--- src/rtl/pal_timing_gen.sv ---
// Purpose : PAL raster timing - hc/vc counters, composite sync with equalising/broad
//           pulses, optional 625-line interlace, active-window video blanking.
// Latency : csync and video_out are registered, 1 cycle behind hc/vc; frame_start is combinational.
// Backpress: none; free-running from the pixel clock.
//
// Ports:
//   clk, rst_n   pixel clock, asynchronous active-low reset
//   interlace    mode request, taken at field end only
//   video_in     pixel for the current hc/vc
//   hc, vc       raster counters
//   field        current field (0 in progressive mode)
//   frame_start  high while hc==0 && vc==0
//   csync        composite sync, active low
//   video_out    video_in gated by the active window
module pal_timing_gen #(
  parameter int CW         = 9,
  parameter int HTOTAL     = 448,
  parameter int VTOTAL     = 312,
  parameter int HSYNC_LEN  = 33,
  parameter int EQ_LEN     = 16,
  parameter int HACT_START = 96,
  parameter int HACT_END   = 416,
  parameter int VACT_START = 24,
  parameter int VACT_END   = 304
) (
  input  logic          clk,
  input  logic          rst_n,
  input  logic          interlace,
  input  logic          video_in,
  output logic [CW-1:0] hc,
  output logic [CW-1:0] vc,
  output logic          field,
  output logic          frame_start,
  output logic          csync,
  output logic          video_out
);

  localparam int HALF = HTOTAL / 2;
  // Slot arithmetic is two bits wider than the counters so that slot -1
  // (first half of line 0 in field 1) wraps to a large value, not into 0..17.
  localparam int SW   = CW + 2;

  localparam logic [CW-1:0] H_LAST   = CW'(HTOTAL - 1);
  localparam logic [CW-1:0] H_HALF   = CW'(HALF);
  localparam logic [CW-1:0] V_LAST0  = CW'(VTOTAL - 1);
  localparam logic [CW-1:0] V_LAST1  = CW'(VTOTAL);
  localparam logic [CW-1:0] HS_LEN   = CW'(HSYNC_LEN);
  localparam logic [CW-1:0] EQ_W     = CW'(EQ_LEN);
  localparam logic [CW-1:0] BROAD_W  = CW'(HALF - HSYNC_LEN);
  localparam logic [CW-1:0] HA_START = CW'(HACT_START);
  localparam logic [CW-1:0] HA_END   = CW'(HACT_END);
  localparam logic [CW-1:0] VA_START = CW'(VACT_START);
  localparam logic [CW-1:0] VA_END   = CW'(VACT_END);
  localparam logic [SW-1:0] S_PRE    = SW'(6);
  localparam logic [SW-1:0] S_BROAD  = SW'(12);
  localparam logic [SW-1:0] S_POST   = SW'(18);

  logic [CW-1:0] hc_q, hc_d;
  logic [CW-1:0] vc_q, vc_d;
  logic          field_q, field_d;
  logic          csync_q, csync_d;
  logic          video_q, video_d;

  logic [CW-1:0] v_last;
  logic          hc_wrap;
  logic          field_end;
  logic          second_half;
  logic [SW-1:0] half_idx;
  logic [SW-1:0] slot;
  logic [CW-1:0] pos;
  logic          sync_low;
  logic          active;

  always_comb begin
    // Field 1 carries the extra line of the 625-line frame.
    v_last    = field_q ? V_LAST1 : V_LAST0;
    hc_wrap   = (hc_q == H_LAST);
    field_end = hc_wrap && (vc_q == v_last);

    hc_d = hc_wrap ? '0 : hc_q + 1'b1;
    vc_d = vc_q;
    if (hc_wrap) begin
      vc_d = field_end ? '0 : vc_q + 1'b1;
    end

    // Mode is only ever taken at the field boundary.
    field_d = field_q;
    if (field_end) begin
      field_d = interlace ? ~field_q : 1'b0;
    end

    second_half = (hc_q >= H_HALF);
    half_idx    = {1'b0, vc_q, second_half};
    slot        = half_idx - SW'(field_q);
    pos         = second_half ? (hc_q - H_HALF) : hc_q;

    if (slot < S_PRE) begin
      sync_low = (pos < EQ_W);
    end else if (slot < S_BROAD) begin
      sync_low = (pos < BROAD_W);
    end else if (slot < S_POST) begin
      sync_low = (pos < EQ_W);
    end else begin
      // Normal line: one hsync at the line start, nothing in the second half.
      sync_low = !second_half && (hc_q < HS_LEN);
    end

    active = (hc_q >= HA_START) && (hc_q < HA_END) &&
             (vc_q >= VA_START) && (vc_q < VA_END);

    csync_d = ~sync_low;
    video_d = video_in & active;
  end

  always_ff @(posedge clk or negedge rst_n) begin
    if (!rst_n) begin
      hc_q    <= '0;
      vc_q    <= '0;
      field_q <= 1'b0;
      csync_q <= 1'b1;
      video_q <= 1'b0;
    end else begin
      hc_q    <= hc_d;
      vc_q    <= vc_d;
      field_q <= field_d;
      csync_q <= csync_d;
      video_q <= video_d;
    end
  end

  assign hc          = hc_q;
  assign vc          = vc_q;
  assign field       = field_q;
  assign frame_start = (hc_q == '0) && (vc_q == '0);
  assign csync       = csync_q;
  assign video_out   = video_q;

endmodule

--- config.mk ---
export PLATFORM = sky130hd
export DESIGN_NAME = pal_timing_gen
export DESIGN_NICKNAME = d
export VERILOG_FILES = /design/src/rtl/pal_timing_gen.sv
export SDC_FILE = /design/constraint.sdc
export NUM_CORES = 1
export LEC_CHECK = 0
export CAP_MARGIN = 5
export CORE_MARGIN = 2
export CORE_UTILIZATION = 55
export DETAILED_ROUTE_END_ITERATION = 16
export DONT_BUFFER_PORTS = 1
export HOLD_SLACK_MARGIN = 0.05
export PLACE_DENSITY = 0.77
export SETUP_SLACK_MARGIN = 0.15
export SYNTH_ARGS = -nofsm -noshare
export SYNTH_HDL_FRONTEND = slang
export SYNTH_SLANG_ARGS = --single-unit
--- constraint.sdc ---
create_clock -name clk -period 4.8 [get_ports clk]
set_clock_uncertainty 0.15 [all_clocks]
set_input_delay 0.48 -clock clk [delete_from_list [all_inputs] [get_ports clk]]
set_output_delay 0.48 -clock clk [all_outputs]
set_load 0.05 [all_outputs]
-- Word-level counts from Yosys, hierarchy flattened
Cells that the tools add are included.
- register bits: 21
- bits of input ports: 4
- output and inout bits: 22
- logic and storage cells: 42
- add/subtract/negate cells: 4
- $lt $le $gt $ge: 11
- eq/ne operators: 2
- mux-type cells: 8
- bitwise operators: 3
- reduce and logical (&&, ||, !) cells: 9
- operators by type and width (operator ; count):
    9-bit 2-to-1 mux ; 3
    9-bit by 1-bit adder with 9-bit output, second input constant ; 2
    9-bit logical NOT ; 2
    9-bit < comparator, second input constant ; 2
    11-bit by 3-bit < comparator with 1-bit output, second input constant ; 1
    11-bit by 4-bit < comparator with 1-bit output, second input constant ; 1
    11-bit by 5-bit < comparator with 1-bit output, second input constant ; 1
    10-bit by 1-bit subtractor with 11-bit output ; 1
    9-bit equality test ; 1
    9-bit equality test, second input constant ; 1
    9-bit by 5-bit greater-or-equal comparator with 1-bit output, second input constant ; 1
    9-bit by 7-bit greater-or-equal comparator with 1-bit output, second input constant ; 1
    9-bit by 8-bit greater-or-equal comparator with 1-bit output, second input constant ; 1
    9-bit by 5-bit < comparator with 1-bit output, second input constant ; 1
    9-bit by 6-bit < comparator with 1-bit output, second input constant ; 1
    9-bit by 8-bit < comparator with 1-bit output, second input constant ; 1
    9-bit by 8-bit subtractor with 9-bit output, second input constant ; 1
    1-bit logical AND ; 6
    1-bit 2-to-1 mux ; 4
    4-bit 2-to-1 mux ; 1
    1-bit NOT ; 2
    1-bit AND ; 1
    1-bit logical NOT ; 1

-- Longest topological paths before layout
Gate-level depths: netlist (run 1).
- depth in word-level cells: 7
- mapped depth: 11
- depth with buffers taken out: 11

-- Worst setup path after synthesis (run 1)
Ideal clock, no wire load.
- path kind: register to output
- start point: register vc_q[6], in the netlist vc[6]
- end point: output frame_start
- arrival: 3.008 ns
- setup slack: 1.162 ns
- cell stages (with the launch flop): 5
- path buffers: 1
- cell sequence: dfrtp_1 clkdlybuf4s50_2 nor3_1 nand4_1 nor4_1
- cells in the longest elaborated chain, start to end: 2
- RTL lines (what ; RTL line ; text):
    start, declared ; 59 ; logic [CW-1:0] vc_q, vc_d;
    start signal, assigned ; 124 ; vc_q <= vc_d;
    9-bit logical NOT ; 134 ; assign frame_start = (hc_q == '0) && (vc_q == '0);
    1-bit logical AND ; 134 ;
    end, declared ; 33 ; output logic frame_start,
Every way passes these cells.

-- Worst setup path after layout (run 1)
- start point: register hc_q[5], in the netlist hc[5]
- end point: register csync_q, in the netlist csync
- cells in the longest elaborated chain, start to end: 7
- elaborated cells between the ends (all ways): 16
- those cells by class: add/sub: 2; order compare: 7; mux: 4; bitwise: 1; reduce/logical: 2
- RTL lines (what ; RTL line ; text):
    start, declared ; 58 ; logic [CW-1:0] hc_q, hc_d;
    start signal, assigned ; 117 ; hc_q <= '0;
    start signal, assigned ; 123 ; hc_q <= hc_d;
    9-bit by 8-bit greater-or-equal comparator with 1-bit output or 9-bit by 8-bit subtractor with 9-bit output (tied branches) ; 92, 95 ;
    10-bit by 1-bit subtractor with 11-bit output (tied with other cells) ; 94 ; slot = half_idx - SW'(field_q);
    11-bit by 5-bit < comparator with 1-bit output (tied with other cells) ; 101 ; end else if (slot < S_POST) begin
    1-bit 2-to-1 mux ; 101 ;
    1-bit 2-to-1 mux ; 99 ; end else if (slot < S_BROAD) begin
    1-bit 2-to-1 mux (*) ; 97 ; if (slot < S_PRE) begin
    1-bit NOT (*) ; 111 ; csync_d = ~sync_low;
    via csync_d ; 61 ; logic csync_q, csync_d;
    end signal, assigned ; 126 ; csync_q <= csync_d;
    end, declared ; 61 ;
Mark *: on every way through the listed nets, which the timed path passes. The rest lies on a longest branch.
A chain may end at the register's enable or synchronous reset.

==> results of run 1 <==
## worst max-delay path: cells and delay by family, from the launching register on
family | cells | cell delay, ps
mux | 1 | 380
simple gates | 3 | 570
compound gates | 4 | 990
flops | 1 | 710
fa+ha+maj | 2 | 720
## kinds of logic (layout without fill, tap and decap cells)
group           count (synthesis)  after routing  synth area share
fa+ha+maj                       9              9            0.0667
simple gates                   83             83             0.254
mux                             5              5            0.0319
compound gates                 46             46             0.191
buf+inv                        24             18            0.0882
flops                          21             21             0.312
xor+xnor                       10             10            0.0563
## state kept, by name (all words and copies together) (netlist names)
| signal | cells |
|---|---|
| csync | 1 |
| video_out | 1 |
| hc | 9 |
| vc | 9 |
| field | 1 |
## metal layers
layer	vias to the layer above	track usage	routed length, um
met5	-	0	0
met3	11	0.0568	265
met2	53	0.317	1600
met4	0	0.0974	94
li1	696	-	-
met1	678	0.335	1680
## final timing paths
| kind | from | end | slack [ps] | cells past startpoint |
|---|---|---|---|---|
| setup / recovery | hc[5] | csync | 1230 | 10 |
| hold / removal | video_in | video_out | 150 | 2 |
| setup reg to reg | hc[5] | csync | 1230 | 10 |
| hold reg to reg | hc[0] | hc[0] | 680 | 1 |
| max in group asynchronous | rst_n | hc[8] | 3320 | 1 |
| min in group asynchronous | rst_n | vc[0] | 590 | 1 |
## repair_timing
action | 4_1_cts | 5_1_grt
gates resized for setup | 0 | 0
hold endpoints to repair | 21 | 0
hold buffers | 1 | 0
## cells in the final DEF, fill, tap and decap left out, types with 2 or more instances in the layout
master	instances
or3_1	3
mux2i_1	2
and2_1	2
nand3_1	15
a21o_1	3
inv_1	12
nand2b_1	2
o211ai_1	4
o2111ai_1	2
nor2b_1	3
xnor2_1	4
ha_1	9
xor2_1	5
nor2_1	17
mux2_2	3
nor3_1	9
nand2_1	17
nand4_1	7
dfrtp_1	20
o31ai_1	2
clkbuf_4	3
a21oi_1	13
o21ai_0	11
## through the flow
step | cells | total power [mW] | hold WS [ps] | utilization
2_1_floorplan | 198 | 0.180 | 34.4 | -
3_3_place_gp | 220 | 0.180 | 34.8 | 0.550
3_5_place_dp | 220 | 0.180 | 34.8 | 0.550
4_1_cts | 225 | 0.272 | 150 | 0.563
5_1_grt | 225 | 0.279 | 153 | 0.563
6_report | 225 | 0.270 | 152 | 0.563
## power by group through the flow
stage / sequential (mW) / combinational (mW) / clock [mW]
after floorplan: 0.180 / 0.0000133 / 0
after global placement: 0.180 / 0.0000132 / 0
after detailed placement: 0.180 / 0.0000132 / 0
after CTS: 0.177 / 0.00421 / 0.0908
after global routing: 0.177 / 0.00458 / 0.0974
final: 0.177 / 0.00390 / 0.0890
## layout make-up
| class | count | share of cell area |
|---|---|---|
| clock inverter | 1 | 0.00299 |
| sequential | 21 | 0.314 |
| tap | 33 | 0.0246 |
| clock buffer | 3 | 0.0134 |
| inverter | 12 | 0.0269 |
| timing repair buffer | 2 | 0.0104 |
| multi-input combinational | 153 | 0.607 |
==> out/results.tsv, run 1 <==
stage	metric	value	unit
outcome	outcome	completed	
logic_synthesis	Syn Nets	211	
floorplanning	Placeable Area	2980	um2
logic_synthesis	syn avg cell area	8.52	um2
timing	RSZ-0062 raised after global routing	false	
finish	register area	527	um2
setup_path	CP dominant cell by count	ha_1	
timing	Max-slew headroom	0.361	
placement	placed cell area	1640	um2
logic_synthesis	ys async rst share	1.00	
placement	gpl congestion	0.952	
logic_synthesis	Mapped Area	1690	um2
drt	Detailed Routing Iterations Pass 1	4	
timing	period utilization	0.744	
clock_network	clk slew on worst S/H paths	130	ps
power_and_ir_drop	VDD IR-drop max	0.149	mV
timing	Slew @ Worst Pin	955	ps
clock_network	setup bufs post-CTS	0	
finish	Area Overhead vs Synth	-0.667	%
logic_synthesis	Ys Warns	0	
finish	Fill cells	278	
flow_run	max-cap violations	0	
power_and_ir_drop	Sequential Power Share	0.656	
finish	fraction of layout cells with a size suffix above 1	0.104	
power_and_ir_drop	Sw Share	0.227	
timing	final slew viol count	0	
logic_synthesis	top-count cell post-synth	dfrtp_1	
setup_path	Arr. time, crit path	3680	ps
clock_network	clock buffer count from CTS	3	
global_route	initial antenna violation count	0	
setup_path	CP peak stage delay	710	ps
setup_path	CP startpoint kind	flip-flop	
logic_synthesis	Synth area leaders	dfrtp_1, ha_1, nand3_1	
finish	area used by multi-input combinational logic	1020	um2
drt	DR iter-0 viols	86	
finish	Final Net Count	206	
placement	port bufs	0	
drt	vias per cell	6.39	
logic_synthesis	post-synthesis sequential area ratio	0.312	
floorplanning	Die W	59.4	um
timing	Setup TNS Final	0	ps
clock_network	CTS Root Cell	clkbuf_4	
global_route	vias in the first global route	1293	
logic_synthesis	Seq cells post-synth	21	
worst_hold_path	Hold Crit Class	in -> reg	
global_route	GRT Total Usage	0.229	
floorplanning	Initial Utilization	0.567	
drt	antenna-violating nets left	0	
placement	dpl hpwl	2.70	mm
clock_network	CTS sink count	21	
floorplanning	die area	3530	um2
logic_synthesis	synth cell count leaders	dfrtp_1, nand2_1, nor2_1, nand3_1, a21oi_1	
global_route	first-pass GRT wire length	6.09	mm
clock_network	Bufs on Longest Clock Path	2	
timing	crit path time final	3570	ps
clock_network	clk_lat worst skew	320	ps
logic_synthesis	cell accounting for the most synthesized area	dfrtp_1	
finish	Ant. Diodes	0	
global_route	largest net degree at the start of global routing	22	
power_and_ir_drop	Leakage	0.669	nW
setup_path	critical path capture point type	flip-flop	
global_route	total grt overflow	0	
power_and_ir_drop	clock share of power	0.330	
clock_network	H-tree Lvls	1	
timing	fmax	280	MHz
setup_path	WP data required	4910	ps
logic_synthesis	dominant synthesized flop cell	dfrtp_1	
floorplanning	# rows	20	
logic_synthesis	number of flops mapped to enable cells by yosys	0	
power_and_ir_drop	P_int	0.209	mW
power_and_ir_drop	pwr dens	161	nW/um2
timing	Final Hold Viols	0	
drt	drt wl/cell	16.2	um
setup_path	CP max stage cell	dfrtp_1	
logic_synthesis	share of the synthesized area in the top cell type	0.297	
setup_path	crit-path cells	ha_1 > a21o_1 > nor2_1 > ha_1 > nor2b_1 > nand4_1 > a21oi_1 > o21ai_0 > a2111oi_2 > mux2_2	
finish	Design Area, Final	1680	um2
floorplanning	Vert. Die Dim	59.4	um
logic_synthesis	Post-Syn Instances	198	
setup_path	Crit Path Category	reg -> reg	
power_and_ir_drop	switching power total	0.0612	mW
power_and_ir_drop	Gate power share	0.014	
drt	total wire length	3.64	mm
drt	DRC viols	0	
timing	Final WS setup	1230	ps
timing	final setup violation count	0	
clock_network	CTS tree	done	
setup_path	Max FO, Critical Path	11	
drt	Vias	1438	
logic_synthesis	Yosys cell types	50	
floorplanning	I/O pin cnt	26	
placement	pre-CTS WS	1270	ps
(Power assumes the default switching activity.)
==> run 2, diff against run 1 <==
==> constraint.sdc (replaced) <==
create_clock -name clk -period 3.5 [get_ports clk]
set_clock_uncertainty 0.15 [all_clocks]
set_input_delay 0.35 -clock clk [delete_from_list [all_inputs] [get_ports clk]]
set_output_delay 0.35 -clock clk [all_outputs]
set_load 0.05 [all_outputs]
==> run 2 against run 1 <==
Clock-buffer cell count is the same. Design area grew 6.6%. Non-clock buffer count grew 14. Sequential power grew 37%. Sequential cell count is the same. Clock power grew 36%. Critical path depth is the same. Worst setup slack lost 780 ps. Cell count grew 6.2%. Register-to-register slack lost 780 ps. Maximum frequency grew 17%. Critical endpoint unchanged. Largest power group unchanged.
==> out/results.tsv, run 2 (synthesized netlist as in run 1, its figures left out) <==
stage	metric	value	unit	change
timing	Slew @ Worst Pin	945	ps	-10.0 ps
setup_path	critical path capture point type	flip-flop		
clock_network	H-tree Lvls	1		unchanged
setup_path	Max FO, Critical Path	4		-7
timing	crit path time final	3050	ps	-521 ps
clock_network	CTS tree	done		
drt	Vias	1518		+5.6%
global_route	largest net degree at the start of global routing	22		unchanged
drt	vias per cell	6.35		-0.62%
drt	DRC viols	0		unchanged
setup_path	R2R Path Start	hc[5]		
placement	placed cell count	232		+5.5%
placement	port bufs	0		unchanged
global_route	total grt overflow	0		unchanged
floorplanning	Vert. Die Dim	59.4	um	unchanged
global_route	initial antenna violation count	0		unchanged
floorplanning	Placeable Area	2980	um2	unchanged
floorplanning	Die W	59.4	um	unchanged
outcome	outcome	completed		
setup_path	Critical Path End	csync		
timing	Setup TNS Final	0	ps	unchanged
timing	RSZ-0062 raised after global routing	false		
drt	Detailed Routing Iterations Pass 1	5		+1
worst_hold_path	Hold Crit Class	reg -> reg		
drt	DR iter-0 viols	69		-20%
placement	gpl congestion	0.839		-12%
clock_network	Bufs on Longest Clock Path	2		unchanged
finish	Post-Layout Cell Count	239		+6.2%
clock_network	CTS sink count	21		unchanged
power_and_ir_drop	VDD IR-drop max	0.204	mV	+37%
placement	dpl hpwl	2.94	mm	+8.9%
floorplanning	I/O pin cnt	26		unchanged
clock_network	CTS resizes	0		unchanged
setup_path	WP data required	3600	ps	-1310 ps
finish	commonest non-fill, non-tap cell in the layout	dfrtp_1		
power_and_ir_drop	Leakage	0.741	nW	+11%
clock_network	clk_lat worst skew	310	ps	about the same
timing	final slew viol count	0		unchanged
setup_path	r2r worst-path depth	10		unchanged
setup_path	R2R Path End	csync		
drt	total wire length	3.93	mm	+8.0%
floorplanning	# rows	20		unchanged
timing	period utilization	0.872		+0.128
timing	final setup violation count	0		unchanged
clock_network	clk slew on worst S/H paths	120	ps	about the same
flow_run	max-cap violations	0		unchanged
finish	Final Net Count	220		+6.8%
setup_path	crit path from	hc[5]		
worst_hold_path	hold path start	vc[2]		
finish	Ant. Diodes	0		unchanged
global_route	vias in the first global route	1350		+4.4%
floorplanning	die area	3530	um2	unchanged
global_route	GRT Total Usage	0.254		+0.0255
setup_path	Arr. time, crit path	3160	ps	-520 ps
clock_network	clock buffer count from CTS	3		unchanged
drt	drt wl/cell	16.5	um	+1.6%
global_route	first-pass GRT wire length	6.75	mm	+11%
finish	fraction of layout cells with a size suffix above 1	0.155		+0.0512
timing	Final Hold Viols	0		unchanged
clock_network	CTS Root Cell	clkbuf_4		
setup_path	CP startpoint kind	flip-flop		
floorplanning	Initial Utilization	0.567		unchanged
finish	commonest cells after routing, fill and taps aside	dfrtp_1, nor2_1, nand2_1		
timing	fmax	328	MHz	+17%
power_and_ir_drop	pwr dens	207	nW/um2	+29%
timing	Max-slew headroom	0.368		+0.00672
drt	antenna-violating nets left	0		unchanged
finish	Area Overhead vs Synth	5.86	%	
setup_path	Crit Path Category	reg -> reg		
setup_path	reg-to-reg slack, setup	450	ps	-780 ps
run 2: cell count changes in the layout (fill, tap and decap cells not counted):
cell	change
buf_4	+12
dlygate4sd3_1	+2
run 2: how the worst min path moves through the flow:
stage          endpoint  slack (ps)  depth (start not counted)
6_report          vc[2]         440                          2
5_1_grt           vc[2]         510                          2
4_1_cts           vc[2]         440                          2
3_5_place_dp      vc[0]        -100                          0
3_3_place_gp      vc[0]        -100                          0
2_1_floorplan     field        -100                          0
run 2: through the flow:
stage / worst slack, ps / hold WS, ps / cell area, um2 / util / power (mW)
2_1_floorplan: 566 / -95.6 / 1690 / - / 0.247
3_3_place_gp: 647 / -95.2 / 1730 / 0.581 / 0.247
3_5_place_dp: 534 / -95.2 / 1730 / 0.581 / 0.247
4_1_cts: 511 / 441 / 1790 / 0.600 / 0.374
5_1_grt: 273 / 510 / 1790 / 0.600 / 0.390
6_report: 447 / 442 / 1790 / 0.600 / 0.370
run 2: report_power, final:
group	leakage (nW)	switching, mW	internal, mW	total, mW
Sequential	0.270	0	0.243	0.243
Combinational	0.453	0.00487	0.00224	0.00712
Clock	0.0177	0.0778	0.0427	0.121
Total	0.741	0.0827	0.288	0.370
run 2: cell type report:
| class | instances | area [um2] |
|---|---|---|
| clock inverters | 1 | 5.00 |
| clock buffers | 3 | 22.5 |
| fillers | 263 | 1190 |
| well taps | 33 | 41.3 |
| repair buffers | 16 | 128 |
| flip-flops and latches | 21 | 527 |
| inverters | 12 | 45.0 |
| multi-input cells | 153 | 1020 |
run 2: what timing repair did:
item,4_1_cts,5_1_grt
hold buffers,3,0
endpoints found under the hold margin,23,0
setup buffers,0,0
run 2: per-layer routing:
| metal | GRT usage | vias up | routed length [um] |
|---|---|---|---|
| li1 | - | 725 | - |
| met1 | 0.380 | 715 | 1740 |
| met2 | 0.364 | 70 | 1780 |
| met3 | 0.0437 | 8 | 316 |
| met4 | 0.0942 | 0 | 92 |
| met5 | 0 | - | 0 |
run 2: worst max-delay path, cell delays in order (launching register included):
cell and delay [ps]:
dfrtp_1 420, ha_1 220, a21o_1 210, nor2_1 100, ha_1 190, nor2b_1 330, nand2_1 120, nor3_1 280
o21ai_0 190, a2111oi_2 410, mux2_2 380
==> RTL edit, RTL diff (config.mk and constraints of run 2) <==
Set the parameter `CW` to 18 (it was 9).
--- a/src/rtl/pal_timing_gen.sv
+++ b/src/rtl/pal_timing_gen.sv
@@ -13,7 +13,7 @@
 //   csync        composite sync, active low
 //   video_out    video_in gated by the active window
 module pal_timing_gen #(
-  parameter int CW         = 9,
+  parameter int CW         = 18,
   parameter int HTOTAL     = 448,
   parameter int VTOTAL     = 312,
   parameter int HSYNC_LEN  = 33,
Interface: changed (resized hc and vc); port bits go from 26 to 44. The function was not compared with the original's and may differ.
==> RTL edit against run 2 <==
  * Sequential cell count is 18 higher
  * Area after synthesis is 67% higher
  * Total power is 110% higher
  * Critical path depth is 3 lower
  * Wire length is 74% higher
  * Design area is 78% higher
  * Count of clock-buffer cells in the layout is 4 higher
  * Setup slack better by 0.053 ns
  * Critical path type unchanged
  * Critical endpoint is now vc[16]$_DFFE_PN0N_
==> RTL edit: results (changes against run 2) <==
Finish:
- The final-stage net count was 360 (+64%).
- The final non-filler cell total is 421 (+76%).
- The share of final-layout standard cells stronger than drive strength 1 is 17.4% (+1.8 points).

CTS:
- The H-tree level count came to 2 (+1).
- The clock transition at the registers of the reported paths is 0.08 ns (-0.04 ns).
- The number of buffers inserted during clock tree synthesis came to 5 (+2).
- The deepest clock path buffer count is 2 (unchanged).

Yosys:
- The number of distinct library cells after synthesis is 64 (+28%).
- The adder-cell share of the synthesized area is 2.67% (-4.0 points).
- The post-synthesis compound-gate area fraction is 15.3% (-3.8 points).
- The mux contribution to synthesized area is 1.07% (-2.1 points).
- After synthesis, the cell types taking the most area are sky130_fd_sc_hd__dfrtp_1, sky130_fd_sc_hd__xnor2_1, sky130_fd_sc_hd__nand2_1.
- The net count of the mapped netlist is 342 (+62%).

Setup path:
- The critical path's largest stage delay is 0.56 ns (+0.14 ns).
- The data arrival time of the critical path is 3.00 ns (-0.16 ns).
- For this design, the slowest cell found on the critical path is sky130_fd_sc_hd__or4_4.
- The reg2reg setup slack came to 0.50 ns (+0.05 ns).
- Grouping stages by cell kind, the critical path spends the most delay in simple AND/OR/NAND/NOR gates.

Placed design:
- The minimum setup slack after placement is 0.519 ns (-0.0145 ns).
- The cell total after placement is 410 (+77%).
- The routability congestion estimate is 0.931 (+11%).
- The post-place instance area is 3040 um^2 (+76%).
- The placed wire-length estimate is 5030 um (+71%).

Power:
- The switching power as a share of total power is 21.3% (-1.0 points).
- The proportion of power drawn by the clock network is 40.5% (+7.9 points).
- The maximum resistive drop on vdd was 0.000177 V (-13%).
- The leakage component of the power was 0.00144 uW (+95%).

Routing:
- The DRC marker count from the first detailed-route iteration is 242 (+250%).
- The wire length on met3 is 568 um (+80%).
- The final wirelength is 6860 um (+74%).
- The routed length on met2 was 3320 um (+86%).
- The post-detailed-route via-to-cell ratio is 6.19 (-2.5%).

Global routing:
- The combined global-route utilization of all metal layers is 24.7% (-0.74 points).
- The number of global-route vias before repair is 2337 (+73%).
- The pin count of the biggest net entering global routing is 40 (+82%).

Timing:
- The shortest clock period the worst path allows after layout is 3.00 ns (-0.0534 ns).
- The worst slack on hold paths came to 0.0946 ns (-0.348 ns).
- The normalized max-slew margin is 51.4% (+15 points).

Hold path:
- The classification of the worst-slack hold path is in -> reg.

Status:
- The flow ran to the end, and the final reports show no timing, DRC or antenna violations.
RTL edit: cell types whose count changed in the layout (fill, tap and decap cells not counted), sizes merged, moves of 8 or more:
cell	run 2	this run
nand2	17	30
buf	13	31
nor4	2	10
nor2	17	30
xnor2	5	22
nor3	10	18
dfrtp	20	38
RTL edit: routing by layer:
metal	vias to the layer above	global-route usage [%]
met4	0	7.41
met1	1231	33.7
met5	-	0
met3	11	5.95
met2	126	38.8
li1	1240	-
RTL edit: cell type report:
cell class,instances,area [um^2]
clock buffer,7,86.3
clock inverter,1,5.00
fill,441,1840
inverter,11,41.3
multi-input combinational,260,1710
sequential,39,977
tap,70,87.6
timing repair buffer,33,265
RTL edit: worst reg2reg max path: stages (launching register included):
cell and delay (ns):
sky130_fd_sc_hd__dfrtp_1 0.39, sky130_fd_sc_hd__or4_4 0.56, sky130_fd_sc_hd__or4_4 0.54, sky130_fd_sc_hd__nor4_2 0.44, sky130_fd_sc_hd__and4_1 0.35, sky130_fd_sc_hd__and2b_1 0.16, sky130_fd_sc_hd__nand4_1 0.11, sky130_fd_sc_hd__xnor2_1 0.17
RTL edit: worst paths after layout:
| path | startpoint | endpoint | cells past startpoint |
|---|---|---|---|
| setup / recovery | hc[13]$_DFF_PN0_ | vc[16]$_DFFE_PN0N_ | 7 |
| hold / removal | video_in | video_out$_DFF_PN0_ | 2 |
| setup reg to reg | hc[13]$_DFF_PN0_ | vc[16]$_DFFE_PN0N_ | 7 |
| hold reg to reg | hc[15]$_DFF_PN0_ | hc[15]$_DFF_PN0_ | 1 |
| max in group asynchronous | rst_n | csync$_DFF_PN1_ | 2 |
| min in group asynchronous | rst_n | video_out$_DFF_PN0_ | 2 |
